[src/rtl/mac_pkg.sv]
// Shared definitions for the MAC controller family: controller state encoding
// and the accumulator width derivation.
`timescale 1ns/1ps
package mac_pkg;

    typedef enum logic [1:0] {
        IDLE  = 2'd0,
        RUN   = 2'd1,
        DRAIN = 2'd2,
        DONE  = 2'd3
    } mac_state_e;

    // A full 2N-bit product summed up to 2^len_w - 1 times needs len_w guard bits.
    function automatic int acc_width(input int n, input int len_w);
        return 2 * n + len_w;
    endfunction

endpackage

[src/rtl/mac_acc_slice.sv]
// Signed N x N multiplier feeding an ACC_W-bit accumulator with synchronous
// clear (priority over enable) and asynchronous active-low reset.
`timescale 1ns/1ps
module mac_acc_slice #(
    parameter int N     = 18,
    parameter int ACC_W = 44
) (
    input  logic             clk,
    input  logic             rst,
    input  logic             clr,
    input  logic             en,
    input  logic [N-1:0]     a,
    input  logic [N-1:0]     b,
    output logic [ACC_W-1:0] acc
);

    logic signed [2*N-1:0] a_ext;
    logic signed [2*N-1:0] b_ext;
    logic signed [2*N-1:0] prod;
    logic [ACC_W-1:0]      prod_ext;
    logic [ACC_W-1:0]      acc_d;
    logic [ACC_W-1:0]      acc_q;

    // Widen operands first so the low 2N bits of the product are exact.
    assign a_ext    = {{N{a[N-1]}}, a};
    assign b_ext    = {{N{b[N-1]}}, b};
    assign prod     = a_ext * b_ext;
    assign prod_ext = {{(ACC_W - 2*N){prod[2*N-1]}}, prod};

    always_comb begin
        acc_d = acc_q;
        if (clr) begin
            acc_d = '0;
        end else if (en) begin
            acc_d = acc_q + prod_ext;
        end
    end

    always_ff @(posedge clk or negedge rst) begin
        if (!rst) begin
            acc_q <= '0;
        end else begin
            acc_q <= acc_d;
        end
    end

    assign acc = acc_q;

endmodule

[src/rtl/mac_dot_ctrl.sv]
// Dot-product sequencer: walks two operand memories in lock-step, accumulates
// the returned pairs in a MAC slice and presents the sum on a valid/ready port.
`timescale 1ns/1ps
module mac_dot_ctrl
    import mac_pkg::*;
#(
    parameter int N      = 18,
    parameter int LEN_W  = 8,
    parameter int ADDR_W = 10
) (
    input  logic                               clk,
    input  logic                               rst,
    input  logic                               start,
    input  logic [LEN_W-1:0]                   len,
    input  logic [ADDR_W-1:0]                  base_w,
    input  logic [ADDR_W-1:0]                  base_x,
    input  logic                               abort,
    output logic                               busy,
    output logic                               rd_en,
    output logic [ADDR_W-1:0]                  w_addr,
    output logic [ADDR_W-1:0]                  x_addr,
    input  logic [N-1:0]                       w_data,
    input  logic [N-1:0]                       x_data,
    output logic                               res_valid,
    input  logic                               res_ready,
    output logic [acc_width(N, LEN_W)-1:0]     result
);

    localparam int ACC_W = acc_width(N, LEN_W);

    mac_state_e       state_q, state_d;
    logic [LEN_W-1:0] len_q, len_d;
    logic [LEN_W-1:0] cnt_q, cnt_d;
    logic             rd_en_q, rd_en_d;
    logic             vld_q, vld_d;
    logic             busy_q, busy_d;
    logic             res_valid_q, res_valid_d;

    logic             addr_load;
    logic             addr_step;
    logic             kill;
    logic             acc_clr;
    logic             acc_en;
    logic [ACC_W-1:0] acc;

    logic [1:0][ADDR_W-1:0] base_lane;
    logic [1:0][ADDR_W-1:0] addr_lane;

    // Lane 0 walks the W memory, lane 1 the X memory.
    assign base_lane = {base_x, base_w};

    // ------------------------------------------------------------------
    // FSM: next state, counter and address-lane strobes
    // ------------------------------------------------------------------
    always_comb begin
        state_d   = state_q;
        len_d     = len_q;
        cnt_d     = cnt_q;
        rd_en_d   = 1'b0;
        addr_load = 1'b0;
        addr_step = 1'b0;
        acc_clr   = 1'b0;
        kill      = abort && ((state_q == RUN) || (state_q == DRAIN));

        case (state_q)
            IDLE: begin
                if (start) begin
                    len_d     = len;
                    cnt_d     = '0;
                    acc_clr   = 1'b1;
                    addr_load = 1'b1;
                    if (len != '0) begin
                        state_d = RUN;
                        rd_en_d = 1'b1;
                        cnt_d   = LEN_W'(1);
                    end else begin
                        state_d = DONE;
                    end
                end
            end
            RUN: begin
                // cnt_q counts reads issued including the one on the bus now.
                if (abort) begin
                    state_d = IDLE;
                end else if (cnt_q == len_q) begin
                    state_d = DRAIN;
                end else begin
                    rd_en_d   = 1'b1;
                    addr_step = 1'b1;
                    cnt_d     = cnt_q + LEN_W'(1);
                end
            end
            DRAIN: begin
                state_d = abort ? IDLE : DONE;
            end
            DONE: begin
                if (res_ready) begin
                    state_d = IDLE;
                end
            end
            default: begin
                state_d = IDLE;
            end
        endcase

        // An abort discards both the pair arriving now and the one in flight.
        vld_d       = rd_en_q && !kill;
        acc_en      = vld_q && !kill;
        busy_d      = (state_d != IDLE);
        res_valid_d = (state_d == DONE);
    end

    always_ff @(posedge clk or negedge rst) begin
        if (!rst) begin
            state_q     <= IDLE;
            len_q       <= '0;
            cnt_q       <= '0;
            rd_en_q     <= 1'b0;
            vld_q       <= 1'b0;
            busy_q      <= 1'b0;
            res_valid_q <= 1'b0;
        end else begin
            state_q     <= state_d;
            len_q       <= len_d;
            cnt_q       <= cnt_d;
            rd_en_q     <= rd_en_d;
            vld_q       <= vld_d;
            busy_q      <= busy_d;
            res_valid_q <= res_valid_d;
        end
    end

    // ------------------------------------------------------------------
    // Address lanes: load the base on accept, step while reading.
    // Addresses wrap naturally at 2^ADDR_W.
    // ------------------------------------------------------------------
    generate
        for (genvar gi = 0; gi < 2; gi++) begin : g_addr
            logic [ADDR_W-1:0] addr_q;
            logic [ADDR_W-1:0] addr_d;

            always_comb begin
                addr_d = addr_q;
                if (addr_load) begin
                    addr_d = base_lane[gi];
                end else if (addr_step) begin
                    addr_d = addr_q + ADDR_W'(1);
                end
            end

            always_ff @(posedge clk or negedge rst) begin
                if (!rst) begin
                    addr_q <= '0;
                end else begin
                    addr_q <= addr_d;
                end
            end

            assign addr_lane[gi] = addr_q;
        end
    endgenerate

    // ------------------------------------------------------------------
    // Multiply-accumulate slice
    // ------------------------------------------------------------------
    mac_acc_slice #(
        .N     (N),
        .ACC_W (ACC_W)
    ) u_acc (
        .clk (clk),
        .rst (rst),
        .clr (acc_clr),
        .en  (acc_en),
        .a   (w_data),
        .b   (x_data),
        .acc (acc)
    );

    assign busy      = busy_q;
    assign rd_en     = rd_en_q;
    assign w_addr    = addr_lane[0];
    assign x_addr    = addr_lane[1];
    assign res_valid = res_valid_q;
    assign result    = acc;

endmodule

[config.mk]
export PLATFORM = sky130hd
export DESIGN_NAME = mac_dot_ctrl
export DESIGN_NICKNAME = d
export VERILOG_FILES = /design/src/rtl/mac_pkg.sv /design/src/rtl/mac_acc_slice.sv /design/src/rtl/mac_dot_ctrl.sv
export SDC_FILE = /design/constraint.sdc
export NUM_CORES = 1
export LEC_CHECK = 0
export BUFFER_PORTS_ARGS = -buffer_cell sky130_fd_sc_hd__buf_4
export CAP_MARGIN = 15
export CORE_MARGIN = 5
export CORE_UTILIZATION = 58
export DETAILED_ROUTE_END_ITERATION = 8
export GPL_TIMING_DRIVEN = 0
export PLACE_DENSITY = 0.78
export SYNTH_ARGS = -nofsm -noshare
export SYNTH_HDL_FRONTEND = slang
export SYNTH_SLANG_ARGS = --single-unit
[constraint.sdc]
create_clock -name clk -period 3.1 [get_ports clk]
set_clock_uncertainty 0.05 [all_clocks]
set_input_delay 0.465 -clock clk [delete_from_list [all_inputs] [get_ports clk]]
set_output_delay 0.465 -clock clk [all_outputs]
set_load 0.05 [all_outputs]
# Yosys cells after proc, flatten, opt, wreduce, memory -nomap -nowiden
# Index checks and enable logic that the tools add are counted.
dict set report classes {
  reduce_logical 13
  addsub 4
  n_eq_ne 8
  muxes 26
  n_mul 1
}
# cell n
set op_table {}
lappend op_table {{$mux W44} 2}
lappend op_table {{$add A44 B44 Y44} 1}
lappend op_table {{$mux W10} 4}
lappend op_table {{$mul A18 B18 Y36} 1}
lappend op_table {{$mux W8} 3}
lappend op_table {{$add A10 B1 Y10 const B} 2}
lappend op_table {{$pmux W8 S2} 1}
lappend op_table {{$mux W2} 6}
lappend op_table {{$add A8 B1 Y8 const B} 1}
lappend op_table {{$eq A8 B8 Y1} 1}
lappend op_table {{$mux W1} 8}
lappend op_table {{$pmux W2 S4} 1}
lappend op_table {{$reduce_bool A2 Y1} 4}
lappend op_table {{$reduce_bool A8 Y1} 1}
lappend op_table {{$eq A2 B2 Y1 const B} 3}
lappend op_table {{$ne A2 B2 Y1 const B} 3}
lappend op_table {{$reduce_and A4 Y1} 1}
lappend op_table {{$logic_and A1 B1 Y1} 3}
lappend op_table {{$eq A2 B1 Y1 const B} 1}
lappend op_table {{$logic_not A2 Y1} 1}
lappend op_table {{$pmux W1 S2} 1}
lappend op_table {{$reduce_and A2 Y1} 1}
lappend op_table {{$logic_not A1 Y1} 1}
lappend op_table {{$logic_or A1 B1 Y1} 1}
dict set report word_totals {
  regBits 86
  output_inout_bits 67
  elab_cells 62
}

# Longest topological paths before layout
dict set report logic_depth {
  ltp_word 7
  depth_mapped 37
  depth_no_buf 35
}

# Hierarchy
# Synthesis repeated with hierarchy kept, for this count alone.
dict set report unflattened {
  cells_unflattened 2083
  hier_area_um2 18443.9
}
# module area_each_um2 instances cells_each
set by_module_without_submodules {}
lappend by_module_without_submodules {mac_acc_slice 16113.0 1 1821}
lappend by_module_without_submodules {mac_dot_ctrl 2331.0 1 262}

# Worst setup path after synthesis
# No wires, ideal clock.
dict set report synth_path {
  path_kind {input -> register}
  startpoint {in w_data[17]}
  endpoint {reg u_acc.acc_q[40], in the netlist u_acc.acc[40]}
  setup_slack_ns -5.357
  arrival_time_ns 8.279
  setup_time_ns 0.128
  n_path_buf 2
  required_ns 2.922
  path_stages 28
  cell_sequence {clkbuf_1 -> clkbuf_1 -> nand2_1 -> fa_1 -> inv_1 -> fa_1 -> fa_1 -> fa_1 -> fa_1 -> inv_1 -> fa_1 -> inv_1 -> ha_1 -> and2_1 -> and3_1 -> nand3_1 -> a211oi_1 -> nor3_1 -> or3b_1 -> ha_1 -> and3_1 -> a221o_1 -> and2_1 -> or2_2 -> a21oi_1 -> a21boi_0 -> xor2_1 -> o21ai_0}
}
dict set report synth_via {
  elab_chain_cells 4
}
# element line_no
set synth_rtl {}
lappend synth_rtl {{start: declaration} mac_dot_ctrl.sv:22} ;# input logic [N-1:0] w_data,
lappend synth_rtl {{$mul A18 B18 Y36} mac_acc_slice.sv:27} ;# assign prod = a_ext * b_ext;
lappend synth_rtl {{$add A44 B44 Y44} mac_acc_slice.sv:35} ;# acc_d = acc_q + prod_ext;
lappend synth_rtl {{$mux W44} mac_acc_slice.sv:34} ;# end else if (en) begin
lappend synth_rtl {{$mux W44} mac_acc_slice.sv:32} ;# if (clr) begin
lappend synth_rtl {{end signal: assignment} mac_acc_slice.sv:41} ;# acc_q <= '0;
lappend synth_rtl {{end signal: assignment} mac_acc_slice.sv:43} ;# acc_q <= acc_d;
lappend synth_rtl {{end: declaration} mac_acc_slice.sv:22} ;# logic [ACC_W-1:0] acc_q;
# No other way between the ends. The select of a mux whose other input is x is not followed.
# A chain may end at the register's enable or synchronous reset.

# Final worst setup path
dict set report layout_path {
  startpoint {in w_data[11]}
  endpoint {reg u_acc.acc_q[43], in the netlist u_acc.acc[43]}
}
# Same word-level chain as after synthesis.

==> flow_metrics.env <==
export IMPL_critical_path_arrival_ns=8.18
export IMPL_cts_buffers=9
export IMPL_cp_max_fo=10
export IMPL_antenna_found_initial=0
export IMPL_ioPinCount=136
export IMPL_htree_levels=3
export IMPL_drt_iter0_markers=1223
export IMPL_grt_max_degree=87
export IMPL_grt_pass1_wl_um=85100
export IMPL_r2r_end="u_acc.acc[42]"
export IMPL_critPathSlowestCell="fa_2"
export IMPL_synth_main_ff_cell="dfrtp_1"
export IMPL_drt_wl_total_um=56600
export IMPL_finish_utilization_pct=77.2
export IMPL_max_clock_path_buffers=2
export IMPL_path_class="in -> reg"
export IMPL_hold_viol=0
export IMPL_place_gp_congestion=0.917
export IMPL_avgViaCountPerCell=5.83
export IMPL_top_layer="met4"
export IMPL_m1WireLength_um=21800
export IMPL_dp_cells=2553
export IMPL_wl_per_cell_um=20.9
export IMPL_status="finished with violations"
export IMPL_chipHeight_um=186
export IMPL_nets=2852
export IMPL_layout_min_cycle_time_ns=7.95
export IMPL_worst_pin_slew_ns=0.877
export IMPL_synthCells=2029
export IMPL_crit_family="adder cells"
export IMPL_max_stage_delay_ns=0.61
export IMPL_dp_hpwl_um=40100
export IMPL_clkTransAtPathRegs_ns=0.07
export IMPL_antennaDiodeCount=0
export IMPL_tns_ns=-143.20
export IMPL_grt_pass1_vias=16100
export IMPL_cp_required_ns=3.32
export IMPL_synthesis_area_mm2=0.0180
export IMPL_layout_common_cells="346 x inv_1, 303 x fa_1, 258 x nand2_1"
export IMPL_avgSynthCellArea_um2=8.88
export IMPL_hold_depth=3
export IMPL_dp_slack_ns=-5.62
export IMPL_stdcell_count=2709
export IMPL_cts_sinks=86
export IMPL_drive_gt1_share_pct=28.4
export IMPL_syn_to_final_growth_pct=31.4
export IMPL_regToRegStartpoint="u_acc.acc[0]"
export IMPL_ff2ff_path_depth=13
export IMPL_wl_met2_um=26900
export IMPL_cpMostUsedCell="fa_1"
export IMPL_synth_edff_count=0
export IMPL_grt_use_total_pct=31.2
export IMPL_hold_start="len[2]"
export IMPL_timing_hold_worst_endpoint="len_q[2]"
export IMPL_async_flop_share_pct=100
export IMPL_core_mm2=0.0307
export IMPL_met3WireLength_um=5040
export IMPL_io_buffer_count=128
export IMPL_dr_pass1_iters=5
export IMPL_cts_root_buf="clkbuf_16"
export IMPL_cts_tree="built"
export IMPL_final_max_slew_viol_count=0
export IMPL_ant_nets=0
export IMPL_drv_cap=0
export IMPL_synth_seq_area_share_pct=11.9
export IMPL_num_rows=64
export IMPL_fmax_mhz=126
export IMPL_mostFrequentLayoutCell="inv_1"
export IMPL_cp_num_buf_inv=6
export IMPL_failed_checks="negative setup slack"
export IMPL_yosys_warnings=0
export IMPL_slew_limit_headroom_pct=41.6
export IMPL_routed_via_count=15800
export IMPL_dieArea_mm2=0.0347
export IMPL_initial_core_util_pct=58.8
export IMPL_cp_startpoint="w_data[11]"
export IMPL_route_detailed_drc=0
export IMPL_crit_path_start_kind="input port"
export IMPL_finalSetupViolations=40
export IMPL_synth_fp_nets=2573
export IMPL_synth_seq_cells=86
export IMPL_grt_overflow_total=0
export IMPL_r2r_slack_ns=-0.62
export IMPL_timing_final_ws_setup_ns=-4.85
export IMPL_period_share_pct=256
export IMPL_rsz0062_at_grt="yes"
export IMPL_ys_types=60
export IMPL_cp_end_kind="flop"
export IMPL_hp_class="in -> reg"
export IMPL_die_w_um=186
export IMPL_worstSkewPairLatency_ns=0.35
==> sequential cells by signal, summed over array words and instances (netlist names) <==
| name | count |
|---|---|
| len_q | 8 |
| x_addr | 10 |
| state_q | 2 |
| u_acc.acc | 44 |
| res_valid | 1 |
| cnt_q | 8 |
| busy | 1 |
| rd_en | 1 |
| vld_q | 1 |
| w_addr | 10 |
==> cells in the mapped netlist, types with 45 or more instances <==
cell | count | area share [%]
inv_1 | 383 | 8.0
fa_1 | 330 | 37
nand2_1 | 282 | 5.9
and2_1 | 173 | 6.0
ha_1 | 145 | 10
a21oi_1 | 91 | 2.5
dfrtp_1 | 86 | 12
o21ai_0 | 67 | 1.9
nor2_1 | 65 | 1.4
clkbuf_1 | 64 | 1.3
xnor2_1 | 55 | 2.7
xor2_1 | 45 | 2.2
==> routing by layer <==
layer | GRT usage (%) | up-vias
met5 | 0 | -
met4 | 11.0 | 0
met3 | 6.22 | 207
met2 | 51.6 | 895
met1 | 41.3 | 7827
li1 | - | 6862
==> repair_timing <==
| item | in CTS | in global routing |
|---|---|---|
| pin swaps | 151 | 160 |
| setup endpoints to repair | 41 | 41 |
| endpoints found under the hold margin | 0 | 12 |
| hold buffers | 0 | 1 |
| resized for setup | 232 | 171 |
| setup buffers | 80 | 65 |
| gates cloned | 0 | 1 |
==> stage by stage <==
step,cell area [um2],hold slack (ns)
after floorplan,19000,0.119
after global placement,20400,0.436
after detailed placement,20400,0.444
after CTS,22500,0.264
after global routing,23700,0.261
final,23700,0.260
==> worst max path at each step <==
stage | to | slack, ns | cells past startpoint
after floorplan | u_acc.acc[41] | -4.57 | 35
after global placement | u_acc.acc[41] | -5.55 | 32
after detailed placement | u_acc.acc[41] | -5.62 | 32
after CTS | u_acc.acc[41] | -4.80 | 35
after global routing | u_acc.acc[41] | -5.09 | 38
final | u_acc.acc[43] | -4.85 | 32
==> worst register-to-register path, stage by stage, from the launching register on <==
cell,delay (ns)
dfrtp_1,0.38
ha_1,0.21
inv_1,0.07
fa_1,0.37
and2b_1,0.24
o21ai_2,0.09
a21oi_4,0.22
o211ai_4,0.14
a311o_1,0.47
a22o_4,0.31
o31ai_4,0.29
a21oi_2,0.11
or4_1,0.53
a31oi_1,0.17
==> layout make-up <==
type / count / area (um2)
Sequential cell: 86 / 2150
Clock buffer: 10 / 239
Tap cell: 396 / 495
Timing Repair Buffer: 272 / 2380
Fill cell: 1906 / 6980
Multi-Input combinational cell: 1491 / 16000
Inverter: 383 / 1440
Clock inverter: 6 / 75.1
Buffer: 65 / 946
==> cell families (layout without fill, tap and decap cells) <==
logic type / count (synthesis) / after routing / share of synthesized area [%]
muxes: 4 / 4 / 0.229
xor gates and xnor gates: 100 / 100 / 4.86
buffers and inverters: 452 / 736 / 9.41
and+or+nand+nor: 629 / 629 / 16.8
adders and majority gates: 475 / 475 / 46.7
AOI/OAI and AO/OA: 283 / 283 / 10.0
DFF: 86 / 86 / 11.9
Power is not shown: default switching activity piles up to over one toggle a cycle in this logic, so the estimate is an artifact.
